### src/rtl/histo_equalize_lut_pkg.sv
`default_nettype none
// ============================================================================
// Module      : histo_equalize_lut_pkg
// Description : Shared types and width helpers for the histogram-equalisation
//               LUT builder (state encoding, accumulator and product widths).
// Revision    : 1.0 - initial release
// ============================================================================
package histo_equalize_lut_pkg;

    // Two-state controller: collect the histogram, then map pixels.
    typedef enum logic [0:0] {
        ST_BUILD = 1'b0,
        ST_MAP   = 1'b1
    } lut_state_e;

    // Running CDF must hold the sum of P_NUM_BIN counts of P_CW bits each.
    function automatic int acc_width(input int cw, input int dw);
        return cw + dw;
    endfunction

    // CDF times (P_NUM_BIN-1) with no truncation before the shift.
    function automatic int prod_width(input int cw, input int dw);
        return cw + 2 * dw;
    endfunction

endpackage : histo_equalize_lut_pkg
`default_nettype wire

### src/rtl/histo_lut_ram.sv
`default_nettype none
// ============================================================================
// Module      : histo_lut_ram
// Description : P_NUM_BIN x P_DW register file, synchronous write,
//               asynchronous read, asynchronous active-high reset to zero.
// Revision    : 1.0 - initial release
// ============================================================================
module histo_lut_ram #(
    parameter int P_DW      = 3,
    parameter int P_NUM_BIN = 8
) (
    input  logic            clk_i,
    input  logic            rst_i,
    input  logic            we_i,
    input  logic [P_DW-1:0] waddr_i,
    input  logic [P_DW-1:0] wdata_i,
    input  logic [P_DW-1:0] raddr_i,
    output logic [P_DW-1:0] rdata_o
);

    logic [P_DW-1:0] mem_q [P_NUM_BIN];

    generate
        for (genvar gi = 0; gi < P_NUM_BIN; gi++) begin : g_word
            // One storage word per bin, cleared by reset, written on its address.
            always_ff @(posedge clk_i or posedge rst_i) begin
                if (rst_i) begin
                    mem_q[gi] <= '0;
                end else if (we_i && (waddr_i == P_DW'(gi))) begin
                    mem_q[gi] <= wdata_i;
                end
            end
        end
    endgenerate

    assign rdata_o = mem_q[raddr_i];

endmodule : histo_lut_ram
`default_nettype wire

### src/rtl/histo_equalize_lut.sv
`default_nettype none
// ============================================================================
// Module      : histo_equalize_lut
// Description : Builds a histogram-equalisation LUT from a streamed histogram
//               (one bin count per beat) and then maps pixels through it with
//               a 1-cycle, full-throughput, back-pressurable output register.
// Revision    : 1.0 - initial release
// ============================================================================
module histo_equalize_lut
    import histo_equalize_lut_pkg::*;
#(
    parameter int P_DW        = 3,
    parameter int P_NUM_BIN   = 8,
    parameter int P_CW        = 8,
    parameter int P_LOG2_NPIX = 4
) (
    input  logic            aclk,
    input  logic            areset,
    input  logic [P_CW-1:0] s_tdata,
    input  logic            s_tvalid,
    input  logic            s_tlast,
    output logic            s_tready,
    input  logic            lut_clear,
    output logic            lut_ready,
    output logic            lut_err,
    input  logic [P_DW-1:0] pix_i,
    input  logic            pix_valid,
    output logic            pix_ready,
    output logic [P_DW-1:0] pix_o,
    output logic            pix_o_valid,
    input  logic            pix_o_ready
);

    localparam int              C_ACC_W  = acc_width(P_CW, P_DW);
    localparam int              C_PROD_W = prod_width(P_CW, P_DW);
    localparam int              C_MAX    = P_NUM_BIN - 1;
    localparam logic [P_DW-1:0] C_K_LAST = P_DW'(C_MAX);

    lut_state_e          state_q, state_d;
    logic [P_DW-1:0]     k_q, k_d;
    logic [C_ACC_W-1:0]  cdf_q, cdf_d;
    logic                lut_ready_q, lut_ready_d;
    logic                lut_err_q, lut_err_d;
    logic [P_DW-1:0]     pix_o_q, pix_o_d;
    logic                pix_o_valid_q, pix_o_valid_d;
    logic                run_q;

    logic                w_beat;
    logic                w_pix_acc;
    logic                w_lut_we;
    logic [C_ACC_W-1:0]  w_sum;
    logic [C_PROD_W-1:0] w_prod;
    logic [C_PROD_W-1:0] w_scaled;
    logic [P_DW-1:0]     w_lut_wdata;
    logic [P_DW-1:0]     w_lut_rdata;

    // run_q keeps s_tready low while reset is held and for the edge it releases on.
    assign s_tready    = (state_q == ST_BUILD) && run_q;
    assign pix_ready   = (state_q == ST_MAP) && (!pix_o_valid_q || pix_o_ready);
    assign lut_ready   = lut_ready_q;
    assign lut_err     = lut_err_q;
    assign pix_o       = pix_o_q;
    assign pix_o_valid = pix_o_valid_q;

    assign w_beat    = s_tvalid && s_tready && !lut_clear;
    assign w_pix_acc = pix_valid && pix_ready;

    // Equalised level for the current bin: saturated (CDF * max) >> log2(npix).
    assign w_sum       = cdf_q + {{P_DW{1'b0}}, s_tdata};
    assign w_prod      = C_PROD_W'(w_sum) * C_PROD_W'(C_MAX);
    assign w_scaled    = w_prod >> P_LOG2_NPIX;
    assign w_lut_wdata = (w_scaled > C_PROD_W'(C_MAX)) ? C_K_LAST : w_scaled[P_DW-1:0];

    histo_lut_ram #(
        .P_DW      (P_DW),
        .P_NUM_BIN (P_NUM_BIN)
    ) u_lut_ram (
        .clk_i   (aclk),
        .rst_i   (areset),
        .we_i    (w_lut_we),
        .waddr_i (k_q),
        .wdata_i (w_lut_wdata),
        .raddr_i (pix_i),
        .rdata_o (w_lut_rdata)
    );

    // Controller state, bin index, running CDF and status flags.
    always_ff @(posedge aclk or posedge areset) begin
        if (areset) begin
            state_q     <= ST_BUILD;
            k_q         <= '0;
            cdf_q       <= '0;
            lut_ready_q <= 1'b0;
            lut_err_q   <= 1'b0;
            run_q       <= 1'b0;
        end else begin
            state_q     <= state_d;
            k_q         <= k_d;
            cdf_q       <= cdf_d;
            lut_ready_q <= lut_ready_d;
            lut_err_q   <= lut_err_d;
            run_q       <= 1'b1;
        end
    end

    // Next-state logic: accumulate bins in BUILD, lut_clear always restarts.
    always_comb begin
        state_d     = state_q;
        k_d         = k_q;
        cdf_d       = cdf_q;
        lut_ready_d = lut_ready_q;
        lut_err_d   = lut_err_q;
        w_lut_we    = 1'b0;
        case (state_q)
            ST_BUILD: begin
                if (lut_clear) begin
                    // A coincident beat is dropped: the rebuild starts clean.
                    k_d         = '0;
                    cdf_d       = '0;
                    lut_ready_d = 1'b0;
                    lut_err_d   = 1'b0;
                end else if (w_beat) begin
                    w_lut_we = 1'b1;
                    if (k_q == C_K_LAST) begin
                        state_d     = ST_MAP;
                        lut_ready_d = 1'b1;
                        k_d         = '0;
                        cdf_d       = '0;
                        if (!s_tlast) begin
                            lut_err_d = 1'b1;
                        end
                    end else if (s_tlast) begin
                        // Short frame: flag it and wait for a fresh histogram.
                        lut_err_d   = 1'b1;
                        lut_ready_d = 1'b0;
                        k_d         = '0;
                        cdf_d       = '0;
                    end else begin
                        k_d   = k_q + P_DW'(1);
                        cdf_d = w_sum;
                    end
                end
            end
            ST_MAP: begin
                if (lut_clear) begin
                    state_d     = ST_BUILD;
                    lut_ready_d = 1'b0;
                    lut_err_d   = 1'b0;
                    k_d         = '0;
                    cdf_d       = '0;
                end
            end
            default: begin
                state_d = ST_BUILD;
            end
        endcase
    end

    // Output register of the pixel mapping pipeline.
    always_ff @(posedge aclk or posedge areset) begin
        if (areset) begin
            pix_o_q       <= '0;
            pix_o_valid_q <= 1'b0;
        end else begin
            pix_o_q       <= pix_o_d;
            pix_o_valid_q <= pix_o_valid_d;
        end
    end

    // Load a new mapped pixel when accepted, otherwise hold until consumed.
    always_comb begin
        pix_o_d       = pix_o_q;
        pix_o_valid_d = pix_o_valid_q;
        if (w_pix_acc) begin
            pix_o_d       = w_lut_rdata;
            pix_o_valid_d = 1'b1;
        end else if (pix_o_ready) begin
            pix_o_valid_d = 1'b0;
        end
    end

endmodule : histo_equalize_lut
`default_nettype wire

### config.mk
export PLATFORM = sky130hd
export DESIGN_NAME = histo_equalize_lut
export DESIGN_NICKNAME = d
export VERILOG_FILES = /design/src/rtl/histo_equalize_lut_pkg.sv /design/src/rtl/histo_lut_ram.sv /design/src/rtl/histo_equalize_lut.sv
export SDC_FILE = /design/constraint.sdc
export NUM_CORES = 1
export LEC_CHECK = 0
export CORE_UTILIZATION = 33
export DETAILED_ROUTE_END_ITERATION = 10
export HOLD_SLACK_MARGIN = 0.15
export PLACE_DENSITY = 0.55
export SLEW_MARGIN = 20
export SYNTH_ARGS = -nofsm -noshare
export SYNTH_HDL_FRONTEND = slang
export SYNTH_HIERARCHICAL = 1
export SYNTH_SLANG_ARGS = --single-unit
### constraint.sdc
create_clock -name aclk -period 5.6 [get_ports aclk]
set_clock_uncertainty 0.1 [all_clocks]
set_input_delay 0.84 -clock aclk [delete_from_list [all_inputs] [get_ports aclk]]
set_output_delay 0.84 -clock aclk [all_outputs]
set_load 0.01 [all_outputs]
Yosys cells after proc, flatten, opt, wreduce, memory -nomap -nowiden --
Cells that the tools add are included.
Operators by class: magnitude comparators 2, equality and inequality tests 11, reductions and logical operators 21, bitwise logic cells 2, add/subtract/negate cells 2, multiplexer cells 38, $mul 1
Operator list (number):
- $mux 11 | 5
- $mux 3 | 8
- $pmux 11 s2 | 1
- $mux 1 | 19
- $mul 11x3->14 const B | 1
- $logic_and 1x1->1 | 13
- $eq 3x3->1 const B | 4
- $add 11x8->11 | 1
- $gt 10x3->1 const B | 1
- $bmux 3 s3 | 1
- $eq 3x2->1 const B | 2
- $pmux 1 s2 | 3
- $pmux 3 s2 | 1
- $ge 4x4->1 const B | 1
- $ne 4x3->1 const B | 1
- $ne 4x4->1 const B | 1
- $not 3->4 | 1
- $reduce_and 4->1 | 1
- $add 3x1->3 const B | 1
- $eq 3x1->1 const B | 1
- $logic_not 3->1 | 1
- $ne 3x3->1 const B | 1
- $reduce_and 3->1 | 1
- $logic_not 1->1 | 2
- 5 further kinds | 5
Word-level totals: output and inout bits 8, flip-flop bits (word level) 46, input bits 18, logic and storage cells 93

Depth between registers and ports, before layout --
Gate-level depths: netlist of the first run.
word-level depth 8, depth in mapped cells 16, depth with buffers taken out 16

Hierarchy --
Netlist of the first run, hierarchy kept.
Modules (own cells, without submodules):
- histo_equalize_lut | cells an instance 216, area an instance 2015.7 um^2, times used 1
- histo_lut_ram | cells an instance 67, area an instance 1162.4 um^2, times used 1

Least setup slack after synthesis of the first run --
OpenSTA, ideal clock, no wires.
path type input -> register, start point in s_tdata[0], end point reg u_lut_ram/mem_q[21] in the netlist's numbering, path buffers 0, path slack 1233 ps, arrival 4142 ps, library setup time 125 ps, data required time 5375 ps, stages 14, path through ha_1 fa_1 a21o_1 a21oi_1 xnor2_1 ha_1 xor2_1 ha_1 or3_1 o22ai_1 o2111ai_1 a21oi_1 o211ai_1 mux2_2
On the way: cells in the longest elaborated chain, start to end 4
RTL lines:
- start, declared | line histo_equalize_lut.sv:19 | input logic [P_CW-1:0] s_tdata,
- $add 11x8->11 (*) | line histo_equalize_lut.sv:69 | assign w_sum = cdf_q + {{P_DW{1'b0}}, s_tdata};
- $mul 11x3->14 (*) | line histo_equalize_lut.sv:70 | assign w_prod = C_PROD_W'(w_sum) * C_PROD_W'(C_MAX);
- $gt 10x3->1 | line histo_equalize_lut.sv:72 | assign w_lut_wdata = (w_scaled > C_PROD_W'(C_MAX)) ? C_K_LAST : w_scaled[P_DW-1:0];
- $mux 3 (*) | line histo_equalize_lut.sv:72
- net w_lut_wdata[0] | line histo_equalize_lut.sv:54 | logic [P_DW-1:0] w_lut_wdata;
- end signal, assigned by index | line histo_lut_ram.sv:30 | mem_q[gi] <= wdata_i;
- end, declared | line histo_lut_ram.sv:21 | logic [P_DW-1:0] mem_q [P_NUM_BIN];
The timed path passes the listed nets; every way through them passes the cells marked *. A chain may end at the register's enable or synchronous reset.

Worst setup path after layout of the first run --
start point in s_tdata[0], end point reg u_lut_ram/mem_q[10] in the netlist's numbering
The elaborated chain is that of the path after synthesis.

==> impl_metrics.csv, run 1 <==
group,metric,value,unit
run_status,outcome,"finished clean",
clock_network,cts_buffer_depth,2,
sta,hold_viol,0,
job,cap_violations,0,
critical_path,cp-start-kind,"primary input",
global_routing,grt_pass1_vias,2244,
detailed_routing,firstDrtPassIters,4,
worst_hold_path,min_to,"cdf_q[3]",
synth,synthArstFlopShare,100.0,%
floorplan,fp.dieH,100.1,um
sta,post-route-period-util,87.62,%
synth,synth_common_cells,"dfrtp_1, mux2_2, ha_1, nand2_1, inv_1",
global_routing,grt_max_degree,25,
finish,fillers,910,
detailed_routing,num_vias,2300,
sta,setup_viol_count_final,0,
critical_path,r2r_end,"u_lut_ram/mem_q[10]",
clock_network,post_cts_buffers,0,
synth,synthTopCellsByArea,"dfrtp_1, ha_1, mux2_2",
critical_path,timing.rr.start,"cdf_q[0]",
critical_path,worst-r2r-setup-slack,1.27,ns
clock_network,cts_hold_buf,0,
clock_network,clk_pin_slew_worst_paths,0.09,ns
placed_design,gp_congestion,0.8736,
critical_path,reg2reg_depth,14,
critical_path,path_delay_family,"adder cells",
worst_hold_path,holdCritPathClass,"reg2reg",
critical_path,worst-path-stages,15,
critical_path,arrival,4.99,ns
critical_path,max_stage_delay,0.45,ns
critical_path,path_class,"in2reg",
placed_design,port-buffer-count,25,
global_routing,antenna_found_initial,0,
floorplan,start_util,34.23,%
synth,synth_top_area_cell,"dfrtp_1",
synth,synth_seq_cells,46,
clock_network,cts-root-buf,"clkbuf_8",
critical_path,cp-end-kind,"flip-flop",
detailed_routing,vias_per_cell,5.227,
detailed_routing,ant_nets,0,
finish,syn_to_final_growth,14.96,%
clock_network,cts_resized,0,
detailed_routing,drt_iter0_drc,103,
synth,synth_edf_count,0,
power_and_ir_drop,p_leak,1.724,nW
synth,synth_area,0.003178,sq mm
synth,yosys.cell_types.count,60,
finish,finish.net_count,359,
placed_design,dp_hpwl,4965,um
critical_path,worst-path-buf-inv,1,
worst_hold_path,holdPathStages,2,
clock_network,numCtsBuffers,5,
synth,syn_nets,332,
clock_network,cts_tree,"yes",
detailed_routing,wl,6573,um
synth,yosysWarningCount,6,
synth,synth_top_cell_area_share,36.22,%
clock_network,htreeDepth,2,
critical_path,worst_path_most_repeated_cell,"ha_1",
global_routing,grt_pass1_wl,11220,um
floorplan,core,0.009284,sq mm
floorplan,rows,35,
global_routing,grt_overflow,0,
sta,fmax,203.8,MHz
power_and_ir_drop,powerDensity,216.0,mW/mm^2
synth,syn_inst,283,
finish,antenna_cells,0,
sta,rsz0062_at_grt,"false",
detailed_routing,drc,0,
clock_network,clock_sinks,46,
sta,period_minus_slack,4.907,ns
synth,ys.flop_type,"dfrtp_1",
floorplan,die_x,100.1,um
detailed_routing,routedWlPerCell,14.94,um
critical_path,path_max_fanout,8,
synth,syn_area_per_cell,11.23,sq um
worst_hold_path,hold_start,"cdf_q[3]",
critical_path,worstPathCellList,"clkdlybuf4s50_1, ha_1, fa_1, a21o_1, a21oi_1, xnor2_1, ha_1, xor2_1, ha_1, or3_1, o22ai_1, o2111ai_1, a21oi_1, nand3_1, mux2_2",
floorplan,fp.dieArea,0.01003,sq mm
synth,yosysMostFrequentCell,"dfrtp_1",
synth,yosysSeqAreaShare,36.22,%
critical_path,slowest_stage,"fa_1",
sta,worst_pin_slew,0.9041,ns
power_and_ir_drop,vdd_drop_max,0.00009332,V
sta,maxSlewViolCount,0,
finish,drive_above_1_share,17.36,%
floorplan,io_pins,26,
global_routing,grt_util_all_layers,14.19,%
sta,fin_hold_ws,0.4018,ns
critical_path,crit_required,5.69,ns
sta,relSlewSlack,39.66,%
sta,timing.setup.tns,0,ns
clock_network,clk-insertion-delay-late,0.30,ns
## per-layer routing
| layer | track usage, % | routed length (um) |
|---|---|---|
| met3 | 2.089 | 205 |
| met5 | 0 | 0 |
| met1 | 19.91 | 3266 |
| met4 | 3.679 | 65 |
| met2 | 22.92 | 3036 |
## registers in the layout, indices dropped and copies added, names as in the netlist
signal and count:
pix_o 3, lut_err 1, state_q 1, k_q 3, run_q 1, lut_ready 1
u_lut_ram/mem_q 24, cdf_q 11, pix_o_valid 1
## stage by stage
step                      utilization, %  area (sq um)  setup slack (ns)  cells  power [mW]
after global placement             38.40          3565            0.4160    432      0.5884
after detailed placement           38.40          3565            0.3889    432      0.5892
final                              39.35          3654            0.6930    440      0.7891
after global routing               39.35          3654            0.4497    440      0.8502
after floorplan                        -          3178             1.233    283      0.5330
after CTS                          39.33          3651            0.6932    440      0.8018
## area by class of cell
cell class / count / area, sq um / share of cell area, %
clock inverters: 2 / 13.76 / 0.3767
repair buffers: 27 / 265.3 / 7.260
multi-input cells: 215 / 1933 / 52.91
well taps: 129 / 161.4 / 4.418
clock buffers: 6 / 72.57 / 1.986
flip-flops and latches: 46 / 1151 / 31.51
inverters: 15 / 56.30 / 1.541
## worst reg2reg max path, stage by stage (launching register included)
cell and delay [ns]:
dfrtp_1 0.39, ha_1 0.21, fa_1 0.45, a21o_1 0.21, a21oi_1 0.17, xnor2_1 0.30, ha_1 0.35, xor2_1 0.18
ha_1 0.24, or3_1 0.37, o22ai_1 0.25, o2111ai_1 0.13, a21oi_1 0.23, nand3_1 0.29, mux2_2 0.36
## power breakdown
part           switching, mW  internal [mW]
registers            0.00779          0.347
clock network          0.119         0.0884
logic                  0.119          0.108
total                  0.246          0.543
## placed cells by master, fill, tap and decap left out, drive strengths merged, types with 4 or more instances in the layout
cell / Yosys / layout
a21o: 6 / 6
a21oi: 13 / 13
a22o: 5 / 5
clkbuf: 2 / 6
clkdlybuf4s50: 0 / 25
dfrtp: 46 / 46
fa: 4 / 4
ha: 27 / 27
inv: 15 / 15
mux2: 30 / 30
mux4: 6 / 6
nand2: 15 / 15
nand2b: 4 / 4
nand3: 8 / 8
nor2: 11 / 11
nor4: 4 / 4
o211ai: 4 / 4
o21a: 4 / 4
o21ai: 14 / 14
xnor2: 10 / 10
xor2: 5 / 5
## worst max-delay path by stage
stage | from | endpoint
2_1_floorplan | s_tdata[0] | u_lut_ram/mem_q[21]
3_3_place_gp | s_tdata[0] | u_lut_ram/mem_q[10]
6_report | s_tdata[0] | u_lut_ram/mem_q[10]
4_1_cts | s_tdata[0] | u_lut_ram/mem_q[20]
5_1_grt | s_tdata[0] | u_lut_ram/mem_q[22]
3_5_place_dp | s_tdata[0] | u_lut_ram/mem_q[11]
## logic make-up (layout without fill, tap and decap cells)
kind of cell | Yosys count | count (layout) | synth area share, %
simple gates | 67 | 67 | 12.36
other cells | 1 | 1 | 0.1180
flops | 46 | 46 | 36.22
mux | 37 | 37 | 15.91
buf+inv | 22 | 50 | 3.031
fa+ha+maj | 31 | 31 | 13.15
compound gates | 64 | 64 | 14.84
xor+xnor | 15 | 15 | 4.370
Power figures use the tool's default switching activity.
==> run 2: changes to the inputs <==
--- a/config.mk
+++ b/config.mk
@@ -12,5 +12,4 @@
 export SLEW_MARGIN = 20
 export SYNTH_ARGS = -nofsm -noshare
 export SYNTH_HDL_FRONTEND = slang
-export SYNTH_HIERARCHICAL = 1
 export SYNTH_SLANG_ARGS = --single-unit
==> impl_metrics.csv, run 2 <==
group,metric,value,unit
run_status,outcome,"finished clean",
global_routing,grt_overflow,0,
floorplan,rows,36,
finish,top_register,"u_lut_ram.mem_q",
finish,final_cell_mix,"dfrtp_1, nor2_1, ha_1",
finish,largest_reg_flops,24,
finish,syn_to_final_growth,16.74,%
clock_network,cts_tree,"yes",
global_routing,antenna_found_initial,0,
sta,fmax,191.9,MHz
global_routing,grt_pass1_vias,2640,
sta,hold_viol,0,
clock_network,clock_sinks,46,
power_and_ir_drop,powerDensity,290.1,mW/mm^2
power_and_ir_drop,seqPwrFrac,32.5,%
critical_path,crit_required,5.65,ns
sta,period_minus_slack,5.211,ns
sta,relSlewSlack,45.96,%
finish,antenna_cells,0,
sta,post-route-period-util,93.06,%
detailed_routing,drc,0,
sta,timing.setup.tns,0,ns
clock_network,clk-insertion-delay-late,0.31,ns
power_and_ir_drop,p_leak,1.775,nW
synth,synthArstFlopShare,100.0,%
global_routing,grt_max_degree,47,
detailed_routing,num_vias,2644,
synth,synth_top_cell_area_share,35.07,%
power_and_ir_drop,power_frac_comb,47.8,%
synth,synth_seq_cells,46,
finish,top_regs,"u_lut_ram.mem_q (24), cdf_q (11)",
critical_path,path_max_fanout,24,
finish,drive_above_1_share,9.867,%
detailed_routing,wl,7250,um
floorplan,fp.dieH,101.7,um
power_and_ir_drop,p_sw,450.8,uW
synth,synth_common_cells,"dfrtp_1, nor2_1, ha_1, a31oi_1, nand2_1",
worst_hold_path,holdCritPathClass,"reg2reg",
power_and_ir_drop,p_int,660.5,uW
critical_path,cp-start-kind,"primary input",
clock_network,cts-root-buf,"clkbuf_8",
clock_network,clk_pin_slew_worst_paths,0.09,ns
clock_network,cts_hold_buf,0,
sta,setup_viol_count_final,0,
critical_path,path_class,"in2reg",
global_routing,grt_pass1_wl,12410,um
clock_network,cts_buffer_depth,2,
power_and_ir_drop,vdd_drop_max,0.0001264,V
synth,synth_top_area_cell,"dfrtp_1",
global_routing,grt_util_all_layers,15.29,%
synth,yosysMostFrequentCell,"dfrtp_1",
sta,maxSlewViolCount,0,
clock_network,cts_resized,0,
finish,final_common_cell,"dfrtp_1",
clock_network,numCtsBuffers,5,
floorplan,fp.dieArea,0.01035,sq mm
sta,rsz0062_at_grt,"false",
job,cap_violations,0,
finish,fillers,975,
synth,synth_area,0.003282,sq mm
finish,finish.net_count,427,
synth,syn_inst,345,
detailed_routing,routedWlPerCell,14.27,um
synth,ys.flop_type,"dfrtp_1",
detailed_routing,ant_nets,0,
power_and_ir_drop,switching_share,40.57,%
clock_network,htreeDepth,2,
synth,synthTopCellsByArea,"dfrtp_1, ha_1, a31oi_1",
synth,syn_nets,398,
detailed_routing,drt_iter0_drc,111,
synth,synth_edf_count,0,
floorplan,die_x,101.7,um
floorplan,core,0.009684,sq mm
critical_path,cp-end-kind,"flip-flop",
placed_design,port-buffer-count,25,
synth,yosysSeqAreaShare,35.07,%
detailed_routing,firstDrtPassIters,4,
finish,fin_util,39.56,%
synth,yosysWarningCount,0,
detailed_routing,vias_per_cell,5.205,
floorplan,start_util,33.89,%
placed_design,dp_hpwl,5587,um
floorplan,io_pins,26,
sta,worst_pin_slew,0.8097,ns
synth,yosys.cell_types.count,53,
power_and_ir_drop,power_frac_clock,19.8,%
critical_path,arrival,5.27,ns
clock_network,post_cts_buffers,0,
placed_design,gp_congestion,0.7895,
synth,syn_area_per_cell,9.513,sq um
==> run 2: cell types whose count changed after synthesis, moves of 6 or more <==
cell     before  now
a31oi_1       0   24
mux4_2        0    6
buf_1         1    9
nand2_1      15   21
o21ai_0       8   19
mux2_2       30    0
mux4_1        6    0
nor2_1       11   38
==> run 2: layout make-up <==
class                   instances  area [sq um]  area share, %
multi-input cells             265          1988          51.89
flip-flops and latches         46          1151          30.05
repair buffers                 39         367.9          9.602
well taps                     133         166.4          4.344
clock buffers                   5         68.82          1.796
inverters                      17         65.06          1.698
clock inverters                 3         23.77         0.6205
==> run 2: routing by layer <==
layer  share of wire [%]  track usage (%)
met1                  46            18.80
met2                  50            27.65
met3                 3.0            2.484
met4                 1.0            3.902
met5                   0                0
==> run 2: path summary, 6_finish.rpt <==
path	from	endpoint	slack (ns)	cells past startpoint
max	s_tdata[0]	u_lut_ram.mem_q[11]	0.39	19
min	pix_o_valid	pix_o_valid	0.40	2
max reg2reg	cdf_q[0]	u_lut_ram.mem_q[11]	0.96	18
min reg2reg	pix_o_valid	pix_o_valid	0.40	2
max in group asynchronous	areset	cdf_q[0]	4.04	2
min in group asynchronous	areset	k_q[0]	0.88	2
==> run 2: through the flow <==
| stage | power (mW) | area (sq um) | cells | hold slack, ns | setup slack [ns] |
|---|---|---|---|---|---|
| after detailed placement | 0.8964 | 3730 | 499 | 0.3773 | 0.05138 |
| after global placement | 0.8900 | 3730 | 499 | 0.3607 | 0.1238 |
| after floorplan | 0.7428 | 3282 | 345 | 0.3538 | 0.5936 |
| after CTS | 1.126 | 3822 | 507 | 0.3997 | 0.3766 |
| after global routing | 1.192 | 3831 | 508 | 0.4224 | 0.06376 |
| final | 1.111 | 3831 | 508 | 0.3965 | 0.3885 |
==> run 2: critical path, stage by stage <==
cell	delay, ns
clkdlybuf4s50_1	0.41
ha_1	0.24
fa_1	0.39
a211oi_1	0.32
nor2_1	0.11
o21a_1	0.20
o41ai_1	0.32
xnor2_1	0.15
buf_4	0.18
ha_1	0.19
a21o_1	0.15
ha_1	0.31
a21oi_1	0.18
o21ai_1	0.10
a2111oi_0	0.43
o2111ai_1	0.23
nor4_4	0.22
buf_12	0.20
a31oi_1	0.09
==> run 2: kinds of logic after synthesis <==
kind of cell	Yosys count	share of synthesized area, %
and+or+nand+nor	100	15.36
DFF	46	35.07
muxes	10	5.337
buffers and inverters	34	4.346
adders and majority gates	35	14.26
AOI/OAI and AO/OA	104	21.50
other	1	0.1143
xor gates and xnor gates	15	4.003
==> run 2: power by group through the flow <==
stage | Combinational, mW | Clock, mW | Sequential [mW]
2_1_floorplan | 0.379 | 0 | 0.364
3_3_place_gp | 0.523 | 0 | 0.367
5_1_grt | 0.587 | 0.242 | 0.363
6_report | 0.531 | 0.220 | 0.361
4_1_cts | 0.532 | 0.233 | 0.361
3_5_place_dp | 0.529 | 0 | 0.367
==> run 3: changes to the inputs <==
--- a/config.mk
+++ b/config.mk
@@ -5,6 +5,7 @@
 export SDC_FILE = /design/constraint.sdc
 export NUM_CORES = 1
 export LEC_CHECK = 0
+export ABC_AREA = 1
 export CORE_UTILIZATION = 33
 export DETAILED_ROUTE_END_ITERATION = 10
 export HOLD_SLACK_MARGIN = 0.15
==> impl_metrics.csv, run 3 <==
group,metric,value,unit
finish,top_register,"u_lut_ram.mem_q",
sta,fmax,207.6,MHz
sta,rsz0062_at_grt,"false",
finish,drive_above_1_share,7.031,%
critical_path,cp-start-kind,"primary input",
power_and_ir_drop,seqPwrFrac,28.8,%
finish,final_cells,648,
synth,synthTopCellsByArea,"dfrtp_1, nand2_1, ha_1",
floorplan,die_x,104.6,um
sta,setup_slack,0.7832,ns
placed_design,dp_hpwl,6159,um
critical_path,r2r_end,"u_lut_ram.mem_q[4]",
sta,period_minus_slack,4.817,ns
clock_network,post_cts_buffers,0,
finish,fillers,1095,
run_status,outcome,"finished clean",
power_and_ir_drop,p_leak,2.199,nW
critical_path,timing.rr.start,"cdf_q[0]",
global_routing,grt_overflow,0,
finish,finish.net_count,564,
sta,worst_pin_slew,0.8091,ns
global_routing,grt_pass1_vias,2966,
finish,final_common_cell,"nand2_1",
placed_design,gp_congestion,0.8397,
sta,hold_viol,0,
synth,synth_top_area_cell,"dfrtp_1",
detailed_routing,ant_nets,0,
global_routing,antenna_found_initial,0,
clock_network,cts_tree,"yes",
global_routing,grt_max_degree,47,
power_and_ir_drop,power_frac_clock,18.1,%
finish,largest_reg_flops,24,
floorplan,core,0.01028,sq mm
critical_path,cp-end-kind,"flip-flop",
placed_design,pre_cts_slack,0.4970,ns
clock_network,clk-insertion-delay-late,0.30,ns
detailed_routing,wl,7647,um
clock_network,numCtsBuffers,5,
critical_path,path_max_fanout,8,
finish,antenna_cells,0,
synth,synth_top_cell_area_share,33.12,%
detailed_routing,vias_per_cell,4.640,
synth,syn_inst,481,
floorplan,io_pins,26,
synth,yosysMostFrequentCell,"nand2_1",
critical_path,crit_required,5.69,ns
sta,post-route-period-util,86.01,%
finish,final_cell_mix,"nand2_1, inv_1, dfrtp_1",
finish,top_regs,"u_lut_ram.mem_q (24), cdf_q (11)",
sta,maxSlewViolCount,0,
placed_design,dp_cells,640,
synth,yosys.cell_types.count,43,
detailed_routing,drt_iter0_drc,146,
synth,syn_nets,534,
detailed_routing,routedWlPerCell,11.80,um
detailed_routing,drc,0,
floorplan,fp.dieH,104.6,um
sta,setup_viol_count_final,0,
sta,timing.setup.tns,0,ns
detailed_routing,firstDrtPassIters,5,
placed_design,port-buffer-count,25,
worst_hold_path,min_to,"lut_ready",
floorplan,rows,37,
worst_hold_path,holdPathStages,2,
clock_network,cts-root-buf,"clkbuf_8",
job,cap_violations,0,
clock_network,clock_sinks,46,
critical_path,path_class,"in2reg",
critical_path,reg2reg_depth,27,
power_and_ir_drop,powerDensity,358.5,mW/mm^2
synth,ys.flop_type,"dfrtp_1",
power_and_ir_drop,vdd_drop_max,0.0001292,V
synth,synthArstFlopShare,100.0,%
power_and_ir_drop,p_sw,640.9,uW
synth,yosysWarningCount,0,
synth,synth_edf_count,0,
power_and_ir_drop,switching_share,44.67,%
clock_network,cts_buffer_depth,2,
critical_path,worst-r2r-setup-slack,1.36,ns
synth,syn_area_per_cell,7.226,sq um
floorplan,start_util,33.82,%
worst_hold_path,holdCritPathClass,"reg2reg",
clock_network,clk_pin_slew_worst_paths,0.10,ns
synth,yosysSeqAreaShare,33.12,%
synth,synth_area,0.003476,sq mm
clock_network,cts_resized,0,
global_routing,grt_pass1_wl,13870,um
worst_hold_path,hold_start,"lut_ready",
clock_network,htreeDepth,2,
detailed_routing,num_vias,3007,
power_and_ir_drop,p_int,794.0,uW
power_and_ir_drop,power_frac_comb,53.1,%
synth,synth_common_cells,"nand2_1, inv_1, dfrtp_1, nor2_1, ha_1",
global_routing,grt_util_all_layers,15.52,%
clock_network,cts_hold_buf,0,
critical_path,arrival,4.90,ns
sta,relSlewSlack,46.00,%
synth,synth_seq_cells,46,
finish,syn_to_final_growth,15.15,%
floorplan,fp.dieArea,0.01095,sq mm
run 3: cell types whose count changed after synthesis, sizes merged, moves of 7 or more:
cell and delta:
inv +66, a31oi -23, nand3 +14, nand2 +166, a21o -10, and2 -7
buf -10
run 3: per-stage QoR:
step | hold WS (ns) | total power [mW] | util, % | instance area (sq um)
after detailed placement | 0.3605 | 1.186 | 37.84 | 3889
final | 0.3835 | 1.435 | 38.95 | 4003
after global routing | 0.3998 | 1.578 | 38.95 | 4003
after floorplan | 0.3437 | 1.026 | - | 3476
after global placement | 0.3614 | 1.178 | 37.84 | 3889
after CTS | 0.3851 | 1.451 | 38.93 | 4001
run 3: worst max-delay path, stage by stage:
cell,delay (ns)
clkdlybuf4s50_1,0.40
ha_1,0.26
fa_1,0.43
nand2_1,0.09
inv_1,0.05
nand2_1,0.06
nand3_1,0.10
nand2_1,0.08
nand2_1,0.07
nand3_1,0.09
nand2_1,0.09
xor2_2,0.24
inv_2,0.08
nand2_1,0.08
nand2_1,0.05
inv_1,0.05
ha_1,0.22
ha_1,0.36
nand2_1,0.11
inv_1,0.04
a21oi_1,0.20
nand3_1,0.14
nand2_1,0.08
nand2_1,0.07
a21oi_4,0.24
nand4_4,0.21
nand2_1,0.11
nand2_1,0.06
run 3: cell type report:
class / instances / area, sq um / share of cell area [%]
repair buffers: 25 / 250.2 / 6.252
inverters: 85 / 320.3 / 8.002
clock inverters: 3 / 43.79 / 1.094
flip-flops and latches: 46 / 1151 / 28.76
clock buffers: 5 / 68.82 / 1.719
multi-input cells: 348 / 1998 / 49.92
well taps: 136 / 170.2 / 4.251
run 3: how the worst max path moves through the flow:
stage               start             endpoint  cells past startpoint
3_3_place_gp   s_tdata[0]   u_lut_ram.mem_q[0]                     27
3_5_place_dp   s_tdata[0]   u_lut_ram.mem_q[4]                     28
2_1_floorplan  s_tdata[0]   u_lut_ram.mem_q[0]                     27
4_1_cts        s_tdata[0]   u_lut_ram.mem_q[4]                     28
6_report       s_tdata[0]   u_lut_ram.mem_q[4]                     28
5_1_grt        s_tdata[0]  u_lut_ram.mem_q[11]                     28
run 3: layer usage:
metal  vias to the layer above  track usage, %  share of wire, %
li1                       1563               -                 -
met1                      1386           21.38                50
met2                        52           24.98                46
met3                         6           2.558               3.5
met4                         0           4.527               1.1
met5                         -               0                 0
run 3: kinds of logic (layout without fill, tap and decap cells):
group / Yosys count / in the layout / share of synthesized area [%]
buffers and inverters: 87 / 118 / 9.395
DFF: 46 / 46 / 33.12
and+or+nand+nor: 249 / 249 / 30.85
xor gates and xnor gates: 11 / 11 / 2.988
other: 1 / 1 / 0.1079
muxes: 3 / 3 / 0.8640
adders and majority gates: 35 / 35 / 13.46
AOI/OAI and AO/OA: 49 / 49 / 9.216
run 3: power groups by stage:
| stage | clock network [mW] | registers [mW] | logic, mW |
|---|---|---|---|
| floorplan | 0 | 0.413 | 0.612 |
| global placement | 0 | 0.420 | 0.757 |
| detailed placement | 0 | 0.420 | 0.765 |
| CTS | 0.267 | 0.414 | 0.769 |
| global route | 0.282 | 0.420 | 0.877 |
| finish | 0.260 | 0.414 | 0.761 |
==> RTL change, RTL diff (flow settings as in run 1) <==
Register the output `lut_err` once more, without a reset; this adds one clock of latency there. The other outputs are not delayed to match.
--- a/src/rtl/histo_equalize_lut.sv
+++ b/src/rtl/histo_equalize_lut.sv
@@ -60,3 +60,5 @@
     assign lut_ready   = lut_ready_q;
-    assign lut_err     = lut_err_q;
+    always_ff @(posedge aclk) begin
+        lut_err <= lut_err_q;
+    end
     assign pix_o       = pix_o_q;
Check against the original RTL: not equivalent (a bounded check fails within 4 cycles, from zero or initial values and one cycle with areset high).
==> RTL change against run 1 <==
- sequential cell count rose by 1
- fmax fell by 8.3%
- final area rose by 13%
- area after synthesis rose by 3.9%
- core utilization rose by 3.0 points
- global-route usage rose by 1.4 points
- wire length rose by 11%
- total power rose by 29%
- synthesized cell count rose by 5.7%
- worst setup slack got worse by 0.44 ns
- highest routed layer unchanged
==> RTL change: results <==
set metrics [dict create \
    grt_use_total_pct 15.6 \
    whs_ns 0.278 \
    routed_via_density 5.10 \
    worstHoldStart "lut_err_q" \
    arrival_ns 5.44 \
    synth-xor-area-share_pct 5.04 \
    syn_nets 348 \
    max_stage_delay_ns 0.40 \
    r2r_cells 20 \
    gp_congestion 0.798 \
    ys_seq_area_share_pct 35.5 \
    wl_met2_mm 3.58 \
    placed_area_mm2 0.00401 \
    synth_common_cells "dfrtp_1, mux2_2, ha_1, a21oi_1, nand2_1" \
    cts_resized 0 \
    min_to "lut_err" \
    fin_crit_ns 5.35 \
    leakage_nw 2.01 \
    met2_usage_pct 27.9 \
    outcome "completed" \
    p_clk_w 0.000201 \
    numCtsBuffers 5 \
    worst_pin_slew_ns 0.923 \
    path_clk_slew_ns 0.09 \
    whs_path_depth 0 \
    die_area_mm2 0.0104 \
    r2r_end "u_lut_ram/mem_q[22]" \
    grt_pass1_wl_mm 12.6 \
    endpoint "u_lut_ram/mem_q[22]" \
    synth-compound-area-share_pct 17.0 \
    met1_length_mm 3.43 \
    grt_use_met1_pct 19.5 \
    fin_nets 417 \
    crit_slowest_cell "clkdlybuf4s50_1" \
    dp.cells 494 \
    drive_gt1_share_pct 26.6 \
    drt_iter0_drc 130 \
    ff2ff_setup_slack_ns 0.83 \
    yosys.area_share.adder_pct 12.7 \
    wl_per_cell_um 14.5 \
    seq-power_w 0.000374 \
    hpwl_mm 5.74 \
    routed-wl-met3_um 176 \
    yosys-top-cells-area "dfrtp_1, ha_1, mux2_2" \
    syn_area_per_cell_um2 11.0 \
    dp_slack_ns -0.132 \
    vdd_ir_drop_max_mv 0.115 \
    intPower_w 0.000672 \
    vias 2561 \
    synth_mux_area_share_pct 15.3 \
]
==> RTL change: cell count changes after synthesis, moves of 4 or more <==
cell	delta
a211oi_1	+4
a21o_1	+7
xor2_1	+4
o21ai_0	+5
nor2_1	+4
==> RTL change: layout make-up <==
| type | count | area (um2) |
|---|---|---|
| multi-input combinational | 233 | 2080 |
| timing repair buffer | 67 | 566 |
| inverter | 14 | 52.6 |
| tap | 133 | 166 |
| sequential | 47 | 1170 |
| clock inverter | 2 | 12.5 |
| clock buffer | 6 | 72.6 |
| fill | 964 | 5610 |
==> RTL change: critical path: cells and delay by family <==
kind | cells | cell delay (ns)
muxes | 1 | 0.34
buffers and inverters | 3 | 0.70
and+or+nand+nor | 4 | 0.74
adders and majority gates | 4 | 1.13
AOI/OAI and AO/OA | 9 | 1.66
==> RTL change: kinds of logic after synthesis <==
logic type                 after synthesis
muxes                                   37
DFF                                     47
adders and majority gates               31
buffers and inverters                   19
AOI/OAI and AO/OA                       77
other                                    1
xor gates and xnor gates                19
and+or+nand+nor                         68
